<file path="src/rtl/tower_pkg.sv">
// Shared constants and helpers for the tower playfield drawer.
// Holds FSM state codes, default geometry, palette and map addressing.
package tower_pkg;

  typedef logic [2:0] state_t;

  localparam state_t ST_IDLE  = 3'd0;
  localparam state_t ST_FULL  = 3'd1;
  localparam state_t ST_ERASE = 3'd2;
  localparam state_t ST_DRAW  = 3'd3;
  localparam state_t ST_FLUSH = 3'd4;
  localparam state_t ST_DONE  = 3'd5;

  localparam int unsigned DEF_H_RES = 160;
  localparam int unsigned DEF_V_RES = 120;
  localparam int unsigned DEF_SPR_W = 4;
  localparam int unsigned DEF_SPR_H = 4;

  localparam logic [2:0] C_BG   = 3'b000;
  localparam logic [2:0] C_WALL = 3'b111;
  localparam logic [2:0] C_DUDE = 3'b100;

  // Linear wall-map address of a playfield point.
  function automatic int unsigned map_addr(input int unsigned px,
                                           input int unsigned py,
                                           input int unsigned h_res);
    return py * h_res + px;
  endfunction

endpackage

</file>
<file path="src/rtl/tower_box_scanner.sv">
// Row-major rectangle walker: one point per step, reports clipping and the last point.
// Coordinates carry one extra bit so boxes hanging off the edge never wrap on-screen.
module tower_box_scanner #(
  parameter int          X_W   = 8,
  parameter int          Y_W   = 7,
  parameter int unsigned H_RES = 160,
  parameter int unsigned V_RES = 120
) (
  input  logic         clk,
  input  logic         rst_n,
  input  logic         load,
  input  logic         step,
  input  logic [X_W:0] org_x,
  input  logic [Y_W:0] org_y,
  input  logic [X_W:0] ext_w,
  input  logic [Y_W:0] ext_h,
  output logic [X_W:0] sx,
  output logic [Y_W:0] sy,
  output logic         in_range,
  output logic         last
);

  localparam logic [X_W:0] H_LIM = (X_W+1)'(H_RES);
  localparam logic [Y_W:0] V_LIM = (Y_W+1)'(V_RES);

  logic [X_W:0] ox, ew, cx;
  logic [Y_W:0] oy, eh, cy;
  logic         row_end;

  assign row_end = (cx == ew - 1'b1);

  // NOTE: state registers use non-blocking assignments so every flop samples pre-edge values.
  always_ff @(posedge clk or negedge rst_n) begin
    if (!rst_n) begin
      ox <= '0;
      oy <= '0;
      ew <= '0;
      eh <= '0;
      cx <= '0;
      cy <= '0;
    end else if (load) begin
      ox <= org_x;
      oy <= org_y;
      ew <= ext_w;
      eh <= ext_h;
      cx <= '0;
      cy <= '0;
    end else if (step) begin
      if (row_end) begin
        cx <= '0;
        cy <= cy + 1'b1;
      end else begin
        cx <= cx + 1'b1;
      end
    end
  end

  assign sx       = ox + cx;
  assign sy       = oy + cy;
  assign in_range = (sx < H_LIM) && (sy < V_LIM);
  assign last     = row_end && (cy == eh - 1'b1);

endmodule

</file>
<file path="src/rtl/tower_frame_drawer.sv">
// Pixel-plot sequencer: full-frame or incremental sprite redraw into the VGA frame buffer.
// Stage 1 presents the wall-map address, stage 2 registers the plot one cycle later.
module tower_frame_drawer
  import tower_pkg::*;
#(
  parameter int unsigned          H_RES       = DEF_H_RES,
  parameter int unsigned          V_RES       = DEF_V_RES,
  parameter int                   X_W         = 8,
  parameter int                   Y_W         = 7,
  parameter int                   ADDR_W      = 15,
  parameter int                   COLOUR_W    = 3,
  parameter int unsigned          SPR_W       = DEF_SPR_W,
  parameter int unsigned          SPR_H       = DEF_SPR_H,
  parameter logic [COLOUR_W-1:0]  BG_COLOUR   = C_BG,
  parameter logic [COLOUR_W-1:0]  WALL_COLOUR = C_WALL,
  parameter logic [COLOUR_W-1:0]  DUDE_COLOUR = C_DUDE
) (
  input  logic                CLOCK_50,
  input  logic                resetn,
  input  logic                start,
  input  logic                mode_inc,
  input  logic [X_W-1:0]      dude_x,
  input  logic [Y_W-1:0]      dude_y,
  output logic [ADDR_W-1:0]   wall_addr,
  input  logic                wall_rd_data,
  output logic [X_W-1:0]      x,
  output logic [Y_W-1:0]      y,
  output logic [COLOUR_W-1:0] colour,
  output logic                plot,
  output logic                busy,
  output logic                done
);

  localparam logic [X_W:0] H_EXT = (X_W+1)'(H_RES);
  localparam logic [Y_W:0] V_EXT = (Y_W+1)'(V_RES);
  localparam logic [X_W:0] SW_E  = (X_W+1)'(SPR_W);
  localparam logic [Y_W:0] SH_E  = (Y_W+1)'(SPR_H);

  state_t       state, next_state;
  logic [X_W:0] lat_x, old_x, ld_x, ld_w, sx;
  logic [Y_W:0] lat_y, old_y, ld_y, ld_h, sy;
  logic         prev_valid, sc_load, sc_step, in_range, last, scanning, in_dude;

  logic [X_W-1:0]      s1_x;
  logic [Y_W-1:0]      s1_y;
  logic                s1_in, s1_dude;
  state_t              s1_state;
  logic [COLOUR_W-1:0] s2_colour;

  tower_box_scanner #(
    .X_W(X_W), .Y_W(Y_W), .H_RES(H_RES), .V_RES(V_RES)
  ) u_scan (
    .clk(CLOCK_50), .rst_n(resetn), .load(sc_load), .step(sc_step),
    .org_x(ld_x), .org_y(ld_y), .ext_w(ld_w), .ext_h(ld_h),
    .sx(sx), .sy(sy), .in_range(in_range), .last(last)
  );

  assign scanning = (state == ST_FULL) || (state == ST_ERASE) || (state == ST_DRAW);
  assign in_dude  = (sx >= lat_x) && (sx < lat_x + SW_E) && (sy >= lat_y) && (sy < lat_y + SH_E);

  // Clipped points still take a cycle but address row 0 harmlessly.
  assign wall_addr = (scanning && in_range)
                   ? ADDR_W'(map_addr(32'(sx), 32'(sy), H_RES)) : '0;

  // NOTE: every output of this block gets a default first, so no path can infer a latch.
  always_comb begin
    next_state = state;
    sc_load    = 1'b0;
    sc_step    = 1'b0;
    ld_x       = '0;
    ld_y       = '0;
    ld_w       = H_EXT;
    ld_h       = V_EXT;
    case (state)
      ST_IDLE: if (start) begin
        sc_load = 1'b1;
        if (mode_inc && prev_valid) begin
          ld_x       = old_x;
          ld_y       = old_y;
          ld_w       = SW_E;
          ld_h       = SH_E;
          next_state = ST_ERASE;
        end else begin
          next_state = ST_FULL;
        end
      end
      ST_FULL, ST_DRAW: begin
        sc_step = 1'b1;
        if (last) next_state = ST_FLUSH;
      end
      ST_ERASE: begin
        sc_step = 1'b1;
        if (last) begin
          // Reload straight onto the new box so DRAW follows with no gap.
          sc_load    = 1'b1;
          ld_x       = lat_x;
          ld_y       = lat_y;
          ld_w       = SW_E;
          ld_h       = SH_E;
          next_state = ST_DRAW;
        end
      end
      ST_FLUSH: next_state = ST_DONE;
      default:  next_state = ST_IDLE;
    endcase
  end

  always_comb begin
    s2_colour = wall_rd_data ? WALL_COLOUR : BG_COLOUR;
    if (s1_state == ST_DRAW || (s1_state == ST_FULL && s1_dude))
      s2_colour = DUDE_COLOUR;
  end

  always_ff @(posedge CLOCK_50 or negedge resetn) begin
    if (!resetn) begin
      state      <= ST_IDLE;
      lat_x      <= '0;
      lat_y      <= '0;
      old_x      <= '0;
      old_y      <= '0;
      prev_valid <= 1'b0;
      busy       <= 1'b0;
      done       <= 1'b0;
    end else begin
      state <= next_state;
      busy  <= (state != ST_IDLE);
      done  <= (state == ST_DONE);
      if (state == ST_IDLE && start) begin
        lat_x <= {1'b0, dude_x};
        lat_y <= {1'b0, dude_y};
      end
      if (state == ST_DONE) begin
        old_x      <= lat_x;
        old_y      <= lat_y;
        prev_valid <= 1'b1;
      end
    end
  end

  always_ff @(posedge CLOCK_50 or negedge resetn) begin
    if (!resetn) begin
      s1_x     <= '0;
      s1_y     <= '0;
      s1_in    <= 1'b0;
      s1_dude  <= 1'b0;
      s1_state <= ST_IDLE;
      x        <= '0;
      y        <= '0;
      colour   <= '0;
      plot     <= 1'b0;
    end else begin
      s1_x     <= sx[X_W-1:0];
      s1_y     <= sy[Y_W-1:0];
      s1_in    <= scanning && in_range;
      s1_dude  <= in_dude;
      s1_state <= state;
      plot     <= s1_in;
      if (s1_in) begin
        x      <= s1_x;
        y      <= s1_y;
        colour <= s2_colour;
      end
    end
  end

endmodule

</file>
<file path="config.mk">
export PLATFORM = sky130hd
export DESIGN_NAME = tower_frame_drawer
export DESIGN_NICKNAME = d
export VERILOG_FILES = /design/src/rtl/tower_pkg.sv /design/src/rtl/tower_box_scanner.sv /design/src/rtl/tower_frame_drawer.sv
export SDC_FILE = /design/constraint.sdc
export NUM_CORES = 1
export LEC_CHECK = 0
export CAP_MARGIN = 20
export CORE_ASPECT_RATIO = 2
export CORE_MARGIN = 2
export CORE_UTILIZATION = 35
export DETAILED_ROUTE_END_ITERATION = 8
export HOLD_SLACK_MARGIN = 0.1
export MAX_ROUTING_LAYER = met4
export PLACE_DENSITY = 0.56
export SLEW_MARGIN = 20
export SYNTH_ARGS = -nofsm -noshare
export SYNTH_HDL_FRONTEND = slang
export SYNTH_SLANG_ARGS = --single-unit
</file>
<file path="constraint.sdc">
create_clock -name CLOCK_50 -period 7.38 [get_ports CLOCK_50]
set_clock_uncertainty 0.15 [all_clocks]
set_input_delay 1.107 -clock CLOCK_50 [delete_from_list [all_inputs] [get_ports CLOCK_50]]
set_output_delay 1.107 -clock CLOCK_50 [all_outputs]
set_load 0.1 [all_outputs]
</file>
# ---- After elaboration in Yosys (flattened, before gate mapping)
# Cells that the tools add are included.
# Widths: inputs -> output; s select.
dict set report totals {
  out_inout_bits 36
  in_bits 20
  reg_bits 126
  elab_cells 105
}
dict set report op_classes {
  n_eq_ne 12
  n_mul 1
  reduce_logical 20
  n_mux 34
  order_cmp 6
  addsub 9
}
# operator n
set ops {}
lappend ops {{$mux 8} 9}
lappend ops {{$mux 7} 6}
lappend ops {{$pmux 8 s2} 2}
lappend ops {{$pmux 7 s2} 2}
lappend ops {{$mux 9} 3}
lappend ops {{$add 15x9->15} 1}
lappend ops {{$mux 15} 1}
lappend ops {{$mux 3} 5}
lappend ops {{$pmux 3 s4} 1}
lappend ops {{$mul 8x3->10 const B} 1}
lappend ops {{$add 8x3->9 const B} 1}
lappend ops {{$add 9x1->9 const B} 1}
lappend ops {{$add 9x9->9} 1}
lappend ops {{$eq 3x2->1 const B} 3}
lappend ops {{$eq 9x9->1} 1}
lappend ops {{$ge 9x8->1} 1}
lappend ops {{$logic_and 1x1->1} 9}
lappend ops {{$lt 9x8->1 const B} 1}
lappend ops {{$lt 9x9->1} 1}
lappend ops {{$sub 9x1->9 const B} 1}
lappend ops {{$add 7x3->8 const B} 1}
lappend ops {{$add 8x1->8 const B} 1}
lappend ops {{$add 8x8->8} 1}
lappend ops {{$eq 8x8->1} 1}
lappend ops {{other kinds (18)} 27}

# ---- Depth between registers and ports, before layout
dict set report logic_depth {
  word_depth 7
  depth_mapped 14
  mapped_depth_nobuf 14
}

# ---- By module
# From an unflattened synthesis, not the netlist that was laid out.
dict set report hier_totals {
  cells_unflattened 728
  hier_area_um2 7433.4
}
# mod seq_area_each_um2 instances area_per_inst_um2 cells_per_inst
set by_module_without_submodules {}
lappend by_module_without_submodules {tower_frame_drawer 1851.8 1 4144.0 401}
lappend by_module_without_submodules {tower_box_scanner 1276.2 1 3289.4 327}

# ---- Least setup slack after synthesis
# No wires, ideal clock.
dict set report synth_path {
  path_kind {reg-to-output}
  start {register u_scan.cy[0]}
  end {output port wall_addr[14]}
  slack_ps 957
  arrival_time_ps 5166
  path_stages_with_launch 13
  required_time_ps 6123
  n_path_buf 0
  cell_sequence {dfrtp_1 > ha_1 > fa_1 > a31oi_1 > xnor2_1 > ha_1 > ha_1 > a21o_1 > a21oi_1 > xnor2_1 > nor3b_1 > a311oi_1 > nor3_1}
}
dict set report synth_between {
  elab_chain_len 5
}
# item line_no
set synth_lines {}
lappend synth_lines {{from (decl)} tower_box_scanner.sv:27} ;# logic [Y_W:0] oy, eh, cy;
lappend synth_lines {{from (signal assigned)} tower_box_scanner.sv:51} ;# cy <= cy + 1'b1;
lappend synth_lines {{$add 8x8->8 (*)} tower_box_scanner.sv:59} ;# assign sy = oy + cy;
lappend synth_lines {{named net sy[4]} tower_frame_drawer.sv:41} ;# logic [Y_W:0] lat_y, old_y, ld_y, ld_h, sy;
lappend synth_lines {{parallel branches: the longest is 3 deep, another holds $add 15x9->15} -}
lappend synth_lines {{$mux 15 (*)} tower_frame_drawer.sv:63} ;# ? ADDR_W'(map_addr(32'(sx), 32'(sy), H_RES)) : '0;
lappend synth_lines {{to (decl)} tower_frame_drawer.sv:24} ;# output logic [ADDR_W-1:0] wall_addr,
# Mark *: on every way through the listed nets, which the timed path passes.

# ---- Worst setup path after layout
# Same ends and word-level chain as after synthesis.

==> results.sh <==
export IMPL_finalSetupViolCount=0
export IMPL_synth_enable_flop_cells=0
export IMPL_post_cts_buffers=0
export IMPL_io_pins=56
export IMPL_hold_viol=0
export IMPL_post_route_period_util=0.886
export IMPL_powerDensity_mw_per_mm2=318
export IMPL_status="completed"
export IMPL_synth_top_area_share=0.425
export IMPL_dpl_cell_count=885
export IMPL_setup_slack_ns=0.838
export IMPL_fillCellCount=1746
export IMPL_place_congestion=0.907
export IMPL_yosysMostFrequentCell="dfrtp_1"
export IMPL_drive_above_1_share=0.0900
export IMPL_totalWireLength_mm=16.2
export IMPL_cp_max_fo=6
export IMPL_io_buffers=55
export IMPL_drt_initial_drc_count=147
export IMPL_synth_net_count=716
export IMPL_hold_path_class="flip-flop to flip-flop"
export IMPL_ys_warn_count=0
export IMPL_clock_sinks=108
export IMPL_die_w_um=99.3
export IMPL_synthTopCellsByCount="108 x dfrtp_1, 63 x ha_1, 48 x nand2_1"
export IMPL_final_min_clock_period_ns=6.54
export IMPL_crit_top_cell="ha_1"
export IMPL_max_freq_mhz=153
export IMPL_maxCapViolCount=0
export IMPL_synth_simple_area_share=0.151
export IMPL_fin_util=0.419
export IMPL_synth_compound_area_frac=0.129
export IMPL_vias_per_cell=5.34
export IMPL_core_area_mm2=0.0178
export IMPL_synth_top_cell_by_area="dfrtp_1"
export IMPL_seq_area_mm2=0.00270
export IMPL_seq_area_frac_synth=0.425
export IMPL_synth_top_family_by_area="simple AND/OR/NAND/NOR gates"
export IMPL_critPathCaptureType="primary output"
export IMPL_netlist_top_cells_area="dfrtp_1 42%, ha_1 12%, mux2_2 5.5%"
export IMPL_start_util=0.358
export IMPL_grt_overflow=0
export IMPL_synth_area_mm2=0.00636
export IMPL_synth_distinct_cells=58
export IMPL_hold_depth=1
export IMPL_multi_input_area_mm2=0.00342
export IMPL_insertedDiodeCount=0
export IMPL_final_nets=771
export IMPL_wl_per_cell_um=18.0
export IMPL_ir_worst_vdd_mv=0.159
export IMPL_synthFlopType="dfrtp_1"
export IMPL_drcViolationCount=0
export IMPL_synth_mux_area_frac=0.0549
export IMPL_rsz0062_at_grt="false"
export IMPL_critical_path_arrival_ns=5.28
export IMPL_cts_tree="done"
export IMPL_syn2layout_area_growth_pct=17.1
export IMPL_clk_pin_slew_worst_paths_ns=0.08
export IMPL_timing_setup_tns_ns=0
export IMPL_synth_avg_cell_area_um2=10.1
export IMPL_vias=4814
export IMPL_stdcell_count=902
export IMPL_ys_async_sr_fraction=1.00
export IMPL_tightest_slew_ns=0.985
export IMPL_htree_levels=3
export IMPL_pre_cts_ws_ns=1.29
export IMPL_cp_start_kind="flip-flop"
export IMPL_grt_pass1_vias=5098
export IMPL_die_y_um=195
export IMPL_numCtsBuffers=9
export IMPL_ctsResizeCount=0
export IMPL_synth_seq_cells=108
export IMPL_p_leak_nw=3.50
export IMPL_die_area_mm2=0.0193
export IMPL_num_rows=69
export IMPL_track_usage=0.179
export IMPL_synth_xor_area_share=0.0647
export IMPL_synthAdderAreaFrac=0.138
export IMPL_syn_inst=629
export IMPL_slew_violations=0
export IMPL_relSlewSlack=0.341
export IMPL_critPathMaxStageDelay_ns=1.18
export IMPL_r2r_cells=11
export IMPL_clock_latency_ns=0.36
export IMPL_grt_pass1_wl_mm=26.1
export IMPL_grt_max_degree=74
export IMPL_postCtsHoldBufs=0
export IMPL_clk_root_buffer_cell="clkbuf_16"
export IMPL_antenna_found_initial=0
export IMPL_path_cells="ha_1, fa_1, a31oi_1, xnor2_1, ha_1, ha_1, a21o_1, a21oi_1, xnor2_1, nor3b_1, a311oi_1, nor3_1, clkdlybuf4s50_1"
export IMPL_dpl_hpwl_mm=12.5
export IMPL_slowest_stage="clkdlybuf4s50_1"
export IMPL_first_pass_iters=4
export IMPL_required_ns=6.12
export IMPL_clock_path_buffers=2
export IMPL_ant_nets=0
export IMPL_crit_type="flip-flop to primary output"
[per-stage QoR]
stage	hold slack (ns)	cell area, um2	power [mW]
final	0.321	7450	2.37
after global routing	0.342	7450	2.51
after CTS	0.327	7440	2.40
after detailed placement	0.306	7140	1.90
after global placement	0.301	7140	1.88
after floorplan	0.202	6360	1.60
[path summary, 6_finish.rpt]
kind,slack [ns],from,end
worst min-delay path,0.32,prev_valid,prev_valid
worst min register to register,0.32,prev_valid,prev_valid
worst max register to register,3.16,u_scan.cx[0],s1_dude
min in group asynchronous,0.55,resetn,done
max in group asynchronous,5.18,resetn,y[2]
worst max-delay path,0.84,u_scan.cy[0],wall_addr[14]
[worst max-delay path, delay by kind of cell, from the launching register on]
kind	cells	cell delay (ns)
AND/OR/NAND/NOR	2	0.63
adder cells (fa/ha/maj)	4	1.37
AO/OA/AOI/OAI	4	0.75
XOR/XNOR	2	0.55
flip-flops	1	0.45
buffers and inverters	1	1.18
[routing by layer]
layer | share of wire | track usage
met5 | 0 | -
met4 | 0.034 | 0.0802
met3 | 0.033 | 0.0234
met2 | 0.56 | 0.334
met1 | 0.37 | 0.182
[flip-flops by register name (all words and copies together) (netlist names), 7 cells and up]
signal,flops
u_scan.ox,8
old_x,8
lat_x,8
old_y,7
u_scan.cy,8
y,7
lat_y,7
x,8
s1_x,8
u_scan.cx,9
u_scan.oy,7
s1_y,7
[cells by family after synthesis]
| logic type | Yosys count |
|---|---|
| and+or+nand+nor | 192 |
| AOI/OAI and AO/OA | 123 |
| DFF | 108 |
| adders and majority gates | 68 |
| buffers and inverters | 60 |
| xor gates and xnor gates | 47 |
| muxes | 31 |
[where the power goes]
part	internal [mW]	leakage [nW]	switching, mW
Clock	0.265	0.132	0.228
Sequential	0.697	1.44	0.121
Combinational	0.351	1.93	0.706
[cells in the final DEF (no fill, tap or decap), types with 3 or more instances in the layout]
cell and n:
a21oi_1 24, o21ai_0 30, o211ai_1 17, buf_4 8
nor2_1 47, nand2b_1 9, a31oi_1 5, a21o_1 10
ha_1 63, xnor2_1 34, o21a_1 4, nand3_1 32
dfrtp_1 108, nor2b_1 6, nand2_1 48, a211oi_1 3
clkdlybuf4s50_1 54, inv_1 41, mux2_2 31, or2_2 3
a22o_1 4, nand3b_1 3, fa_1 4, and3_1 8
xor2_1 13, nor3_1 15, o22a_1 3, and3b_1 3
nand4b_1 3, nor3b_1 3, nand4_1 4, clkinvlp_4 3
clkbuf_16 9
[cell type report]
class,instances,share of cell area
clock inverters,5,0.00823
inverters,41,0.0207
multi-input cells,461,0.459
flip-flops and latches,108,0.363
clock buffers,11,0.0312
repair buffers,63,0.0821
well taps,213,0.0358
Note: power is estimated with default switching activity, not from simulation.
==> RTL edit 1 (config.mk and constraints unchanged) <==
Set the parameter `ADDR_W` to 14 (it was 15).
--- a/src/rtl/tower_frame_drawer.sv
+++ b/src/rtl/tower_frame_drawer.sv
@@ -9,3 +9,3 @@
   parameter int                   Y_W         = 7,
-  parameter int                   ADDR_W      = 15,
+  parameter int                   ADDR_W      = 14,
   parameter int                   COLOUR_W    = 3,
Ports: changed (resized wall_addr); port bits go from 56 to 55. The function was not compared with the original's and may differ.
==> RTL edit 1 against the unedited design <==
Register-to-register slack better by 0.44 ns. Power is 0.71% lower. Setup slack better by 0.30 ns. Non-clock buffer count stayed put. Cell area is 1.4% lower. Clock power is 7.3% lower. Die area is 0.72% lower. Sequential cell count stayed put. Wire length is 1.6% lower. First-iteration DRC count is 8.2% higher. Area after synthesis is 0.75% lower. Critical endpoint is now wall_addr[12]. Largest cell class unchanged.
==> RTL edit 1: results (changes against the unedited design) <==
The filler cell count in the final layout came out at 1700 (was 1746). The number of distinct library cells after synthesis came out at 66 (was 58). The post-route met1 wirelength is 6019 um (was 6031 um).

The worst voltage drop across the vdd grid came out at 0.2222 mV (was 0.1589 mV). The non-clock buffering overhead in the final layout came to 0.08211 (was 0.08214). The total number of multi-input combinational cells came out at 464 (was 461). The final instance count without filler cells is 909 (was 902). The global router's overall resource usage is 0.1772 (was 0.1793). Leading cell types by count after synthesis: sky130_fd_sc_hd__dfrtp_1, sky130_fd_sc_hd__nand2_1, sky130_fd_sc_hd__ha_1 (was sky130_fd_sc_hd__dfrtp_1, sky130_fd_sc_hd__ha_1, sky130_fd_sc_hd__nand2_1).

The clock buffer count in the final layout came to 10 (was 11). The global-route wire length before repair is 26080 um (was 26100 um). The net total in the final layout is 778 (was 771).

The synthesized netlist net count came out at 724 (was 716). The arrival time of data at the critical path endpoint is 4.99 ns (was 5.28 ns). The detailed-router iteration count before antenna repair is 5 (was 4).

The global placement routability congestion is 0.9256 (was 0.9071). The placed wire-length estimate after detailed placement is 12020 um (was 12540 um). The static leakage came out at 0.003530 uW (was 0.003498 uW). The routed length per placed instance came out at 17.56 um (was 17.98 um). The detailed-routed wire length on met2 is 9038 um (was 9110 um). The met3 wire length is 421 um (was 532 um). The category of cells accounting for the largest share of critical-path delay is buffers and inverters (was adder cells). The share of the final layout cell area in multi-input gates is 0.4532 (was 0.4591).

The instance count of the mapped netlist is 637 (was 629). Result of the run: finished clean (unchanged).
==> RTL edit 1: changes by cell type after synthesis, sizes merged, moves of 6 or more <==
cell,delta
mux2,-14
a211oi,+6
nand2,+32
a21oi,-6
a22oi,+15
xnor2,-6
o21ai,+21
o211ai,-16
nand3,-17
==> RTL edit 1: stage by stage <==
stage | worst slack, ns | hold WS [ns] | cell area, um^2 | power (uW)
finish | 1.137 | 0.3221 | 7345 | 2351
global route | 0.8196 | 0.3352 | 7345 | 2500
CTS | 1.137 | 0.3263 | 7345 | 2380
detailed placement | 1.536 | 0.3104 | 7069 | 1914
global placement | 1.623 | 0.3053 | 7069 | 1894
floorplan | 1.267 | 0.2019 | 6314 | 1623
==> RTL edit 1: kinds of logic after synthesis <==
family / Yosys count / share of synthesized area
flops: 108 / 0.4281
buf+inv: 65 / 0.04518
xor+xnor: 44 / 0.06104
compound gates: 140 / 0.1457
mux: 18 / 0.03191
fa+ha+maj: 68 / 0.1391
simple gates: 194 / 0.1490
==> RTL edit 1: power breakdown <==
part           internal [uW]  switching, uW  total (uW)
Sequential               695            124         820
Clock                    232            225         457
Combinational            334            740        1070
==> RTL edit 1: path summary, 6_finish.rpt <==
kind                         startpoint            end  slack (ns)  cells past startpoint
setup reg to reg           u_scan.cx[0]        s1_dude        3.60                     11
min in group asynchronous        resetn   u_scan.cy[0]        0.59                      1
setup / recovery           u_scan.cy[0]  wall_addr[12]        1.14                     18
hold reg to reg            u_scan.ox[7]   u_scan.ox[7]        0.32                      2
hold / removal             u_scan.ox[7]   u_scan.ox[7]        0.32                      2
max in group asynchronous        resetn        s1_y[4]        5.22                      2
==> RTL edit 2 (same settings) <==
Without the edit above. Register the inputs `start`, `mode_inc`, `dude_x`, `dude_y` and `wall_rd_data` before use, without a reset. The logic sees them one clock later.
--- a/src/rtl/tower_frame_drawer.sv
+++ b/src/rtl/tower_frame_drawer.sv
@@ -38,2 +38,16 @@
 
+  logic start_q;
+  logic mode_inc_q;
+  logic [X_W-1:0] dude_x_q;
+  logic [Y_W-1:0] dude_y_q;
+  logic wall_rd_data_q;
+
+  always_ff @(posedge CLOCK_50) begin
+    start_q        <= start;
+    mode_inc_q     <= mode_inc;
+    dude_x_q       <= dude_x;
+    dude_y_q       <= dude_y;
+    wall_rd_data_q <= wall_rd_data;
+  end
+
   state_t       state, next_state;
@@ -74,5 +88,5 @@
     case (state)
-      ST_IDLE: if (start) begin
+      ST_IDLE: if (start_q) begin
         sc_load = 1'b1;
-        if (mode_inc && prev_valid) begin
+        if (mode_inc_q && prev_valid) begin
           ld_x       = old_x;
@@ -108,3 +122,3 @@
   always_comb begin
-    s2_colour = wall_rd_data ? WALL_COLOUR : BG_COLOUR;
+    s2_colour = wall_rd_data_q ? WALL_COLOUR : BG_COLOUR;
     if (s1_state == ST_DRAW || (s1_state == ST_FULL && s1_dude))
@@ -127,5 +141,5 @@
       done  <= (state == ST_DONE);
-      if (state == ST_IDLE && start) begin
-        lat_x <= {1'b0, dude_x};
-        lat_y <= {1'b0, dude_y};
+      if (state == ST_IDLE && start_q) begin
+        lat_x <= {1'b0, dude_x_q};
+        lat_y <= {1'b0, dude_y_q};
       end
Formal check against the unedited RTL: not equivalent (a bounded check fails within 4 cycles, from zero or initial values and one cycle with resetn low).
==> RTL edit 2 against the unedited design <==
Maximum frequency is 1.8% lower. Final cell count up 12%. Setup slack worse by 0.12 ns. Count of clock-buffer cells in the layout is 8 higher. Hold slack worse by 0.044 ns. Power shrank 0.47%. Wire length grew 2.4%. Area after synthesis increased by 6.2%. Via count grew 6.2%. Sequential cell count increased by 18. Largest cell class unchanged. Cell area grew 9.7%.
==> RTL edit 2: results (changes against the unedited design) <==
Result of the run: finished clean (unchanged). The global-route wire length before repair is 27440 um (was 26100 um). The delay of the slowest critical-path stage came out at 1.15 ns (was 1.18 ns). The worst min-delay path startpoint is dude_x_q[0] (was prev_valid). The number of instances on the worst hold path came out at 2 (was 1).

The clock edge transition at the registers on the reported setup and hold paths came to 0.06 ns (was 0.08 ns). Most area-consuming cells after synthesis: sky130_fd_sc_hd__dfrtp_1, sky130_fd_sc_hd__ha_1, sky130_fd_sc_hd__dfxtp_1, sky130_fd_sc_hd__nand2_1, sky130_fd_sc_hd__xnor2_1 (was sky130_fd_sc_hd__dfrtp_1, sky130_fd_sc_hd__ha_1, sky130_fd_sc_hd__mux2_2, sky130_fd_sc_hd__xnor2_1, sky130_fd_sc_hd__nand2_1). The wire length after detailed routing is 16610 um (was 16220 um). The number of distinct library cells after synthesis was 60 (was 58). The average via count per standard cell is 5.055 (was 5.337). The final instance count without filler cells is 1011 (was 902). The headroom to the max-slew limit came out at 0.3428 (was 0.3413). The number of instances in the placed design came out at 979 (was 885). The starting DRC count in detailed routing came out at 198 (was 147).

The synthesized netlist net count was 772 (was 716). The worst voltage drop across the vdd grid is 0.1580 mV (was 0.1589 mV). The maximum number of pins on one net before global-route repair came out at 60 (was 74). The global router's overall resource usage is 0.1787 (was 0.1793). The arrival time of data at the critical path endpoint came out at 5.40 ns (was 5.28 ns). The static leakage is 0.003881 uW (was 0.003498 uW). The via count of the first global-routing pass is 5503 (was 5098). The net total in the final layout was 830 (was 771).

The worst slack after detailed placement is 1.200 ns (was 1.293 ns). The placed wire-length estimate after detailed placement came out at 12620 um (was 12540 um). The worst hold margin came out at 0.2770 ns (was 0.3210 ns).

The clock latency reported for the late side of the worst-skew pair was 0.42 ns (was 0.36 ns). The register area share after synthesis came out at 0.4532 (was 0.4249). The global placement routability congestion is 0.8733 (was 0.9071). The destination of the worst hold path was lat_x[0] (was prev_valid). Leading cell types by count after synthesis: sky130_fd_sc_hd__dfrtp_1, sky130_fd_sc_hd__nand2_1, sky130_fd_sc_hd__ha_1 (was sky130_fd_sc_hd__dfrtp_1, sky130_fd_sc_hd__ha_1, sky130_fd_sc_hd__nand2_1). The CTS buffer count is 17 (was 9). The minimum setup slack among reg-to-reg paths was 3.62 ns (was 3.16 ns).
-- RTL edit 2: changes by cell type after synthesis, sizes merged, moves of 6 or more --
cell,before,now
nand3,32,15
inv,41,48
mux2,31,15
o21ai,30,55
dfxtp,0,18
o211ai,17,3
nand2,48,84
a22oi,0,16
a211oi,3,9
-- RTL edit 2: worst max path at each step --
stage          slack [ns]    startpoint             to
2_1_floorplan        0.52  u_scan.cy[2]  wall_addr[14]
3_3_place_gp         1.32  u_scan.cy[2]  wall_addr[12]
3_5_place_dp         1.20  u_scan.cy[2]  wall_addr[12]
4_1_cts              0.73  u_scan.cy[2]  wall_addr[12]
5_1_grt              0.42  u_scan.cy[2]  wall_addr[12]
6_report             0.72  u_scan.cy[2]  wall_addr[12]
-- RTL edit 2: final cells by class --
| cell class | instances | area [um^2] | share of cell area |
|---|---|---|---|
| clock inverter | 13 | 153.9 | 0.01883 |
| inverter | 48 | 180.2 | 0.02205 |
| timing repair buffer | 60 | 584.3 | 0.07149 |
| multi-input combinational | 490 | 3430 | 0.4196 |
| sequential | 126 | 3063 | 0.3748 |
| tap | 255 | 319.1 | 0.03904 |
| clock buffer | 19 | 442.9 | 0.05419 |
-- RTL edit 2: power groups by stage --
stage          logic (uW)  clock network (uW)  registers, uW
5_1_grt               717                 893            863
3_5_place_dp          661                   0            862
3_3_place_gp          652                   0            858
4_1_cts               667                 867            849
6_report              660                 847            849
2_1_floorplan         371                   0            958
-- RTL edit 2: layer usage --
layer | GRT usage | routed length [um]
met5 | - | 0
met4 | 0.09048 | 634
met3 | 0.03134 | 375
met1 | 0.1775 | 6248
met2 | 0.3228 | 9355
-- RTL edit 2: metrics by stage --
step | instance area (um^2) | total power (uW) | util
finish | 8173 | 2357 | 0.4340
global route | 8173 | 2472 | 0.4340
CTS | 8173 | 2383 | 0.4340
detailed placement | 7576 | 1522 | 0.4023
global placement | 7565 | 1510 | 0.4017
floorplan | 6758 | 1329 | -
-- RTL edit 2: critical path, delay by kind of cell (launching register included) --
kind                       cells  cell delay [ns]
xor gates and xnor gates       2             0.54
adders and majority gates      3             1.06
and+or+nand+nor                6             1.29
buffers and inverters          1             1.15
DFF                            1             0.48
AOI/OAI and AO/OA              2             0.46
-- RTL edit 2: cell families after synthesis --
family / count (synthesis) / share of synthesized area
AOI/OAI and AO/OA: 154 / 0.1478
xor gates and xnor gates: 45 / 0.06036
adders and majority gates: 67 / 0.1285
buffers and inverters: 69 / 0.03925
DFF: 126 / 0.4532
muxes: 17 / 0.02796
and+or+nand+nor: 207 / 0.1429
